==> config.mk <==
export PLATFORM = sky130hd
export DESIGN_NAME = ex_wb_buffer_flat
export DESIGN_NICKNAME = d
export VERILOG_FILES = /design/src/rtl/ex_wb_buffer_pkg.sv /design/src/rtl/ex_wb_buffer_if.sv /design/src/rtl/wb_buffer_entry_ram.sv /design/src/rtl/ex_wb_buffer.sv /design/src/flat_wrapper.sv
export SDC_FILE = /design/constraint.sdc
export NUM_CORES = 2
export LEC_CHECK = 0
export ABC_AREA = 1
export BUFFER_PORTS_ARGS = -buffer_cell sky130_fd_sc_hd__buf_4
export CORE_MARGIN = 10
export CORE_UTILIZATION = 32
export CTS_BUF_LIST = sky130_fd_sc_hd__clkbuf_4 sky130_fd_sc_hd__clkbuf_8 sky130_fd_sc_hd__clkbuf_16
export DETAILED_ROUTE_END_ITERATION = 10
export PLACE_DENSITY_LB_ADDON = 0.15
export REMOVE_ABC_BUFFERS = 1
export SYNTH_ARGS = -nofsm -noshare
export SYNTH_HDL_FRONTEND = slang
export SYNTH_SLANG_ARGS = --single-unit
==> constraint.sdc <==
create_clock -name clock -period 13.4 [get_ports clock]
set_input_delay 1.34 -clock clock [delete_from_list [all_inputs] [get_ports clock]]
set_output_delay 1.34 -clock clock [all_outputs]
set_load 0.02 [all_outputs]
==> src/rtl/ex_wb_buffer_pkg.sv <==
// Shared datapath definitions for the EX->WB result buffer: widths, zero register,
// and the packed layout of one buffered result.
package ex_wb_buffer_pkg;

  localparam int unsigned IR_W     = 32;
  localparam int unsigned NPC_W    = 64;
  localparam int unsigned RESULT_W = 64;
  localparam int unsigned REG_W    = 5;

  localparam logic [REG_W-1:0] ZERO_REG = 5'd31;

  typedef struct packed {
    logic [IR_W-1:0]     ir;
    logic [NPC_W-1:0]    npc;
    logic [REG_W-1:0]    dest;
    logic [RESULT_W-1:0] result;
  } entry_t;

  localparam int unsigned ENTRY_W = $bits(entry_t);

endpackage

==> src/rtl/ex_wb_buffer_if.sv <==
// EX dual result buses, writeback ports and the handshake between them.
interface ex_wb_buffer_if;
  import ex_wb_buffer_pkg::*;

  logic [IR_W-1:0]     ex_IR_in_1,       ex_IR_in_2;
  logic [NPC_W-1:0]    ex_NPC_in_1,      ex_NPC_in_2;
  logic [REG_W-1:0]    ex_dest_reg_in_1, ex_dest_reg_in_2;
  logic [RESULT_W-1:0] ex_result_in_1,   ex_result_in_2;
  logic                ex_valid_in_1,    ex_valid_in_2;
  logic                wb_stall_in;
  logic                stall_ex;

  logic [IR_W-1:0]     wb_IR_out_1,       wb_IR_out_2;
  logic [NPC_W-1:0]    wb_NPC_out_1,      wb_NPC_out_2;
  logic [REG_W-1:0]    wb_dest_reg_out_1, wb_dest_reg_out_2;
  logic [RESULT_W-1:0] wb_result_out_1,   wb_result_out_2;
  logic                wb_valid_out_1,    wb_valid_out_2;

  // Buffer side
  modport slave (
    input  ex_IR_in_1, ex_IR_in_2, ex_NPC_in_1, ex_NPC_in_2,
    input  ex_dest_reg_in_1, ex_dest_reg_in_2, ex_result_in_1, ex_result_in_2,
    input  ex_valid_in_1, ex_valid_in_2, wb_stall_in,
    output stall_ex,
    output wb_IR_out_1, wb_IR_out_2, wb_NPC_out_1, wb_NPC_out_2,
    output wb_dest_reg_out_1, wb_dest_reg_out_2, wb_result_out_1, wb_result_out_2,
    output wb_valid_out_1, wb_valid_out_2
  );

  // EX / writeback side
  modport master (
    output ex_IR_in_1, ex_IR_in_2, ex_NPC_in_1, ex_NPC_in_2,
    output ex_dest_reg_in_1, ex_dest_reg_in_2, ex_result_in_1, ex_result_in_2,
    output ex_valid_in_1, ex_valid_in_2, wb_stall_in,
    input  stall_ex,
    input  wb_IR_out_1, wb_IR_out_2, wb_NPC_out_1, wb_NPC_out_2,
    input  wb_dest_reg_out_1, wb_dest_reg_out_2, wb_result_out_1, wb_result_out_2,
    input  wb_valid_out_1, wb_valid_out_2
  );

endinterface

==> src/rtl/wb_buffer_entry_ram.sv <==
// DEPTH-entry result storage: two write ports, two combinational read ports.
// The controller never writes both ports to the same address in one cycle.
module wb_buffer_entry_ram
  import ex_wb_buffer_pkg::*;
#(
  parameter int unsigned DEPTH = 8,
  parameter int unsigned AddrW = $clog2(DEPTH)
) (
  input  logic             clock,
  input  logic             we_1,
  input  logic [AddrW-1:0] waddr_1,
  input  entry_t           wdata_1,
  input  logic             we_2,
  input  logic [AddrW-1:0] waddr_2,
  input  entry_t           wdata_2,
  input  logic [AddrW-1:0] raddr_1,
  output entry_t           rdata_1,
  input  logic [AddrW-1:0] raddr_2,
  output entry_t           rdata_2
);

  entry_t mem [DEPTH];

  always_ff @(posedge clock) begin
    if (we_1) mem[waddr_1] <= wdata_1;
    if (we_2) mem[waddr_2] <= wdata_2;
  end

  assign rdata_1 = mem[raddr_1];
  assign rdata_2 = mem[raddr_2];

endmodule

==> src/rtl/ex_wb_buffer.sv <==
// Circular buffer between the EX result buses and the two writeback ports.
// Accepts up to two results per cycle, retires the two oldest, stalls EX when < 2 free.
module ex_wb_buffer
  import ex_wb_buffer_pkg::*;
#(
  parameter int unsigned DEPTH = 8
) (
  input logic           clock,
  input logic           reset,
  ex_wb_buffer_if.slave bus
);

  localparam int unsigned PtrW = $clog2(DEPTH);
  localparam int unsigned CntW = PtrW + 1;

  logic [PtrW-1:0] head_q, head_d, tail_q, tail_d;
  logic [CntW-1:0] count_q, count_d;
  logic [CntW-1:0] enq_n, deq_n;
  logic [PtrW-1:0] waddr_2, raddr_2;
  logic            stall, acc_1, acc_2;
  logic            valid_1, valid_2;
  entry_t          wdata_1, wdata_2, rdata_1, rdata_2;

  always_comb begin
    stall = count_q > CntW'(DEPTH - 2);
    acc_1 = !stall && bus.ex_valid_in_1 && (bus.ex_dest_reg_in_1 != ZERO_REG);
    acc_2 = !stall && bus.ex_valid_in_2 && (bus.ex_dest_reg_in_2 != ZERO_REG);

    wdata_1 = '{ir: bus.ex_IR_in_1, npc: bus.ex_NPC_in_1,
                dest: bus.ex_dest_reg_in_1, result: bus.ex_result_in_1};
    wdata_2 = '{ir: bus.ex_IR_in_2, npc: bus.ex_NPC_in_2,
                dest: bus.ex_dest_reg_in_2, result: bus.ex_result_in_2};

    // Bus 2 slides down to tail when bus 1 carries nothing to keep.
    waddr_2 = acc_1 ? tail_q + PtrW'(1) : tail_q;
    raddr_2 = head_q + PtrW'(1);

    enq_n = CntW'(acc_1) + CntW'(acc_2);
    if (bus.wb_stall_in)              deq_n = '0;
    else if (count_q >= CntW'(2))     deq_n = CntW'(2);
    else                              deq_n = count_q;

    tail_d  = tail_q + enq_n[PtrW-1:0];
    head_d  = head_q + deq_n[PtrW-1:0];
    count_d = count_q + enq_n - deq_n;
  end

  always_ff @(posedge clock) begin
    if (reset) begin
      head_q  <= '0;
      tail_q  <= '0;
      count_q <= '0;
    end else begin
      head_q  <= head_d;
      tail_q  <= tail_d;
      count_q <= count_d;
    end
  end

  wb_buffer_entry_ram #(
    .DEPTH (DEPTH)
  ) u_ram (
    .clock   (clock),
    .we_1    (acc_1),
    .waddr_1 (tail_q),
    .wdata_1 (wdata_1),
    .we_2    (acc_2),
    .waddr_2 (waddr_2),
    .wdata_2 (wdata_2),
    .raddr_1 (head_q),
    .rdata_1 (rdata_1),
    .raddr_2 (raddr_2),
    .rdata_2 (rdata_2)
  );

  always_comb begin
    valid_1 = count_q != '0;
    valid_2 = count_q >= CntW'(2);

    bus.stall_ex       = stall;
    bus.wb_valid_out_1 = valid_1;
    bus.wb_valid_out_2 = valid_2;

    bus.wb_IR_out_1       = valid_1 ? rdata_1.ir     : '0;
    bus.wb_NPC_out_1      = valid_1 ? rdata_1.npc    : '0;
    bus.wb_dest_reg_out_1 = valid_1 ? rdata_1.dest   : '0;
    bus.wb_result_out_1   = valid_1 ? rdata_1.result : '0;

    bus.wb_IR_out_2       = valid_2 ? rdata_2.ir     : '0;
    bus.wb_NPC_out_2      = valid_2 ? rdata_2.npc    : '0;
    bus.wb_dest_reg_out_2 = valid_2 ? rdata_2.dest   : '0;
    bus.wb_result_out_2   = valid_2 ? rdata_2.result : '0;
  end

endmodule

==> src/flat_wrapper.sv <==
// flat-port wrapper written by rule: the top's interface ports become plain ports
module ex_wb_buffer_flat import ex_wb_buffer_pkg::*;
#(
  parameter int unsigned DEPTH = 8
)
  (clock, reset, bus_ex_IR_in_1, bus_ex_IR_in_2, bus_ex_NPC_in_1, bus_ex_NPC_in_2, bus_ex_dest_reg_in_1, bus_ex_dest_reg_in_2, bus_ex_result_in_1, bus_ex_result_in_2, bus_ex_valid_in_1, bus_ex_valid_in_2, bus_wb_stall_in, bus_stall_ex, bus_wb_IR_out_1, bus_wb_IR_out_2, bus_wb_NPC_out_1, bus_wb_NPC_out_2, bus_wb_dest_reg_out_1, bus_wb_dest_reg_out_2, bus_wb_result_out_1, bus_wb_result_out_2, bus_wb_valid_out_1, bus_wb_valid_out_2);
  ex_wb_buffer_if bus_i ();
  input logic clock;
  input logic reset;
  input wire logic [$bits(bus_i.ex_IR_in_1)-1:0] bus_ex_IR_in_1;
  input wire logic [$bits(bus_i.ex_IR_in_2)-1:0] bus_ex_IR_in_2;
  input wire logic [$bits(bus_i.ex_NPC_in_1)-1:0] bus_ex_NPC_in_1;
  input wire logic [$bits(bus_i.ex_NPC_in_2)-1:0] bus_ex_NPC_in_2;
  input wire logic [$bits(bus_i.ex_dest_reg_in_1)-1:0] bus_ex_dest_reg_in_1;
  input wire logic [$bits(bus_i.ex_dest_reg_in_2)-1:0] bus_ex_dest_reg_in_2;
  input wire logic [$bits(bus_i.ex_result_in_1)-1:0] bus_ex_result_in_1;
  input wire logic [$bits(bus_i.ex_result_in_2)-1:0] bus_ex_result_in_2;
  input wire logic [$bits(bus_i.ex_valid_in_1)-1:0] bus_ex_valid_in_1;
  input wire logic [$bits(bus_i.ex_valid_in_2)-1:0] bus_ex_valid_in_2;
  input wire logic [$bits(bus_i.wb_stall_in)-1:0] bus_wb_stall_in;
  output wire logic [$bits(bus_i.stall_ex)-1:0] bus_stall_ex;
  output wire logic [$bits(bus_i.wb_IR_out_1)-1:0] bus_wb_IR_out_1;
  output wire logic [$bits(bus_i.wb_IR_out_2)-1:0] bus_wb_IR_out_2;
  output wire logic [$bits(bus_i.wb_NPC_out_1)-1:0] bus_wb_NPC_out_1;
  output wire logic [$bits(bus_i.wb_NPC_out_2)-1:0] bus_wb_NPC_out_2;
  output wire logic [$bits(bus_i.wb_dest_reg_out_1)-1:0] bus_wb_dest_reg_out_1;
  output wire logic [$bits(bus_i.wb_dest_reg_out_2)-1:0] bus_wb_dest_reg_out_2;
  output wire logic [$bits(bus_i.wb_result_out_1)-1:0] bus_wb_result_out_1;
  output wire logic [$bits(bus_i.wb_result_out_2)-1:0] bus_wb_result_out_2;
  output wire logic [$bits(bus_i.wb_valid_out_1)-1:0] bus_wb_valid_out_1;
  output wire logic [$bits(bus_i.wb_valid_out_2)-1:0] bus_wb_valid_out_2;
  assign bus_i.ex_IR_in_1 = bus_ex_IR_in_1;
  assign bus_i.ex_IR_in_2 = bus_ex_IR_in_2;
  assign bus_i.ex_NPC_in_1 = bus_ex_NPC_in_1;
  assign bus_i.ex_NPC_in_2 = bus_ex_NPC_in_2;
  assign bus_i.ex_dest_reg_in_1 = bus_ex_dest_reg_in_1;
  assign bus_i.ex_dest_reg_in_2 = bus_ex_dest_reg_in_2;
  assign bus_i.ex_result_in_1 = bus_ex_result_in_1;
  assign bus_i.ex_result_in_2 = bus_ex_result_in_2;
  assign bus_i.ex_valid_in_1 = bus_ex_valid_in_1;
  assign bus_i.ex_valid_in_2 = bus_ex_valid_in_2;
  assign bus_i.wb_stall_in = bus_wb_stall_in;
  assign bus_stall_ex = bus_i.stall_ex;
  assign bus_wb_IR_out_1 = bus_i.wb_IR_out_1;
  assign bus_wb_IR_out_2 = bus_i.wb_IR_out_2;
  assign bus_wb_NPC_out_1 = bus_i.wb_NPC_out_1;
  assign bus_wb_NPC_out_2 = bus_i.wb_NPC_out_2;
  assign bus_wb_dest_reg_out_1 = bus_i.wb_dest_reg_out_1;
  assign bus_wb_dest_reg_out_2 = bus_i.wb_dest_reg_out_2;
  assign bus_wb_result_out_1 = bus_i.wb_result_out_1;
  assign bus_wb_result_out_2 = bus_i.wb_result_out_2;
  assign bus_wb_valid_out_1 = bus_i.wb_valid_out_1;
  assign bus_wb_valid_out_2 = bus_i.wb_valid_out_2;
  ex_wb_buffer #(.DEPTH(DEPTH)) u_core (.clock(clock), .reset(reset), .bus(bus_i));
endmodule
==> flow_summary.ini <==
[logic_synthesis]
synth_warnings = 0
synth.distinct_cells = 29
synthSimpleGateAreaFrac_pct = 27.4
syn_area_um2 = 83500
synthCells = 11500
avgSynthCellArea_um2 = 7.28
async_flop_share_pct = 0
synth_top_family_by_area = simple AND/OR/NAND/NOR gates
synth-edff-count = 1320
synthAdderAreaFrac_pct = 0.258
seq_area_frac_synth_pct = 47.7
synthMuxAreaShare_pct = 0
synth_seq_cells = 1330
synth_ff_type = edfxtp_1
synth_xor_xnor_area_share_pct = 0.0629
synth-compound-area-share_pct = 16.4

[critical_path]
worstSetupPathType = flip-flop to output pin
worstPathArrival_ps = 6210
cp.required_ps = 12060
r2r-start = u_core.count_q[3]
cp_max_fo = 91
rr_endpoint = u_core.u_ram.mem[6][117]
startpoint_type = flip-flop
end_kind = output pin
rrSetupSlack_ps = 7510
r2r_cells = 13

[routing]
dr.pass1.iters = 6
drt_wl_total_mm = 367
routed-via-count = 81100
postRouteAntennaNets = 0
wl_per_cell_um = 24.9
post_drt_via_cell_ratio = 5.50
route.detailed.drc = 0
dr.first_iter.drc_count = 8726

[die]
dieWidth_um = 531
rows = 187
die_h_um = 531
die_area_um2 = 282000
start_util_pct = 32.2
io_pins = 668
coreArea_um2 = 260000

[min_path]
min_to = u_core.count_q[1]
min_delay_path_depth = 2
hp-class = input port to flip-flop
holdCritStartpoint = reset

[timing]
fin_skew_ps = 56.1
setup_viol = 0
fin_ws_ps = 5850
hold_violations = 0
final.period_utilization_pct = 56.4
rsz0062_at_grt = false
fin_crit_ps = 7550
slew_headroom_pct = 4.07
timing.fmax_mhz = 132
setup_tns_ps = 0
slew_viol_final = 0
tightest_slew_ps = 1440

[pwr]
ir_drop_mv = 0.267
pwr_density_cell_nw_per_um2 = 245
p_leak_nw = 39.6

[clock_tree]
h-tree-depth = 4
numCtsBuffers = 167
cts_hold_buf = 0
clockRootBuffer = clkbuf_16
clk_path_buf_depth = 3
clk_latency_ps = 860
post_cts.repair.setup_buffers = 0
clk_pin_slew_worst_paths_ps = 60
cts_resized = 0
cts_sinks = 1330
cts_tree = yes

[layout]
mostFrequentLayoutCells = 3986 x nand2_1, 1815 x o21ai_0, 1320 x edfxtp_1
drive_gt1_share_pct = 9.61
ff_latch_area_um2 = 39800
final_common_cell = nand2_1
layout.nets = 11500
final_area_um2 = 94100
multiInputGateArea_um2 = 37100
nFillCells = 26800
synthToLayoutAreaGrowth_pct = 12.6

[placed_design]
placed_area_um2 = 88800
port_buffers = 667
place.gp.congestion = 0.826
hpwl_mm = 199
pre_cts_ws_ps = 6680

[outcome]
outcome = completed

[global_route]
grt_usage_pct = 24.7
grt_first_pass_wirelength_mm = 526
grt-ovfl-total = 0
grt_pass1_vias = 76700
antenna_found_initial = 75
grt_max_degree = 277

[job]
max-cap-violations = 0
==> state kept, by name (all words and copies together), names as in the netlist <==
signal            cells
u_core.tail_q         3
u_core.head_q         3
u_core.count_q        4
u_core.u_ram.mem   1320
==> metrics by stage <==
stage	utilization, %	power, W	cells	hold slack, ps
after floorplan	-	0.0136	10200	619
after global placement	34.2	0.0184	14400	716
after detailed placement	34.2	0.0186	14400	722
after CTS	36.2	0.0230	14700	653
after global routing	36.2	0.0242	14700	712
final	36.2	0.0230	14800	734
==> logic make-up after synthesis <==
logic type	count (synthesis)
AND/OR/NAND/NOR	5869
AO/OA/AOI/OAI	2649
buffers and inverters	1598
flip-flops	1330
adder cells (fa/ha/maj)	16
XOR/XNOR	6
==> worst max path at each step <==
stage / depth (start not counted) / to / start / slack, ps
after floorplan: 6 / bus_wb_IR_out_1[0] / u_core.head_q[0] / -88010
after global placement: 11 / u_core.u_ram.mem[6][31] / bus_ex_dest_reg_in_1[1] / 6730
after global routing: 9 / bus_wb_result_out_2[48] / u_core.head_q[0] / 5580
final: 9 / bus_wb_NPC_out_2[31] / u_core.head_q[0] / 5850
after detailed placement: 11 / u_core.u_ram.mem[6][31] / bus_ex_dest_reg_in_1[1] / 6680
after CTS: 9 / bus_wb_NPC_out_2[31] / u_core.head_q[0] / 5980
==> synthesized netlist by cell type (4+ instances only) <==
cell type | number | area [um^2]
dfxtp_1 | 10 | 200
buf_1 | 49 | 184
clkbuf_1 | 516 | 1940
nor2_1 | 1181 | 4430
edfxtp_1 | 1320 | 39600
o211ai_1 | 165 | 1240
ha_1 | 14 | 175
clkbuf_2 | 155 | 776
nand3_1 | 679 | 3400
nand2_1 | 4001 | 15000
inv_2 | 4 | 15.0
o21ai_0 | 1816 | 9090
buf_2 | 518 | 2590
a21oi_1 | 664 | 3320
inv_1 | 353 | 1330
==> power by group <==
part	total, W	internal (W)	switching (W)
Combinational	0.0122	0.00321	0.00904
Clock	0.00445	0.00252	0.00193
Sequential	0.00630	0.00593	0.000378
Total	0.0230	0.0117	0.0113
==> worst max-delay path: stages, from the launching register on <==
cell and delay [ps]:
dfxtp_4 990, buf_4 790, buf_4 690, buf_4 860, buf_4 770, o21ai_0 250
o211ai_1 230, nand2_1 70, nor2_1 260, buf_4 210
==> layer usage <==
| layer | up-vias | global-route usage (%) | share of wire [%] |
|---|---|---|---|
| met3 | 731 | 5.13 | 9.1 |
| met4 | 80 | 8.61 | 3.1 |
| li1 | 37400 | - | - |
| met1 | 38900 | 33.6 | 43 |
| met5 | - | 0 | 0.13 |
| met2 | 4009 | 39.0 | 45 |
==> layout make-up <==
cell class                 count  share of cell area [%]
multi-input combinational   8540                    39.4
clock inverter                77                   0.609
inverter                     359                    1.48
tap                         3402                    4.53
sequential                  1330                    42.4
clock buffer                 223                    4.95
timing repair buffer         794                    6.62
antenna                       25                  0.0665
Note: power is estimated with default switching activity, not from simulation.
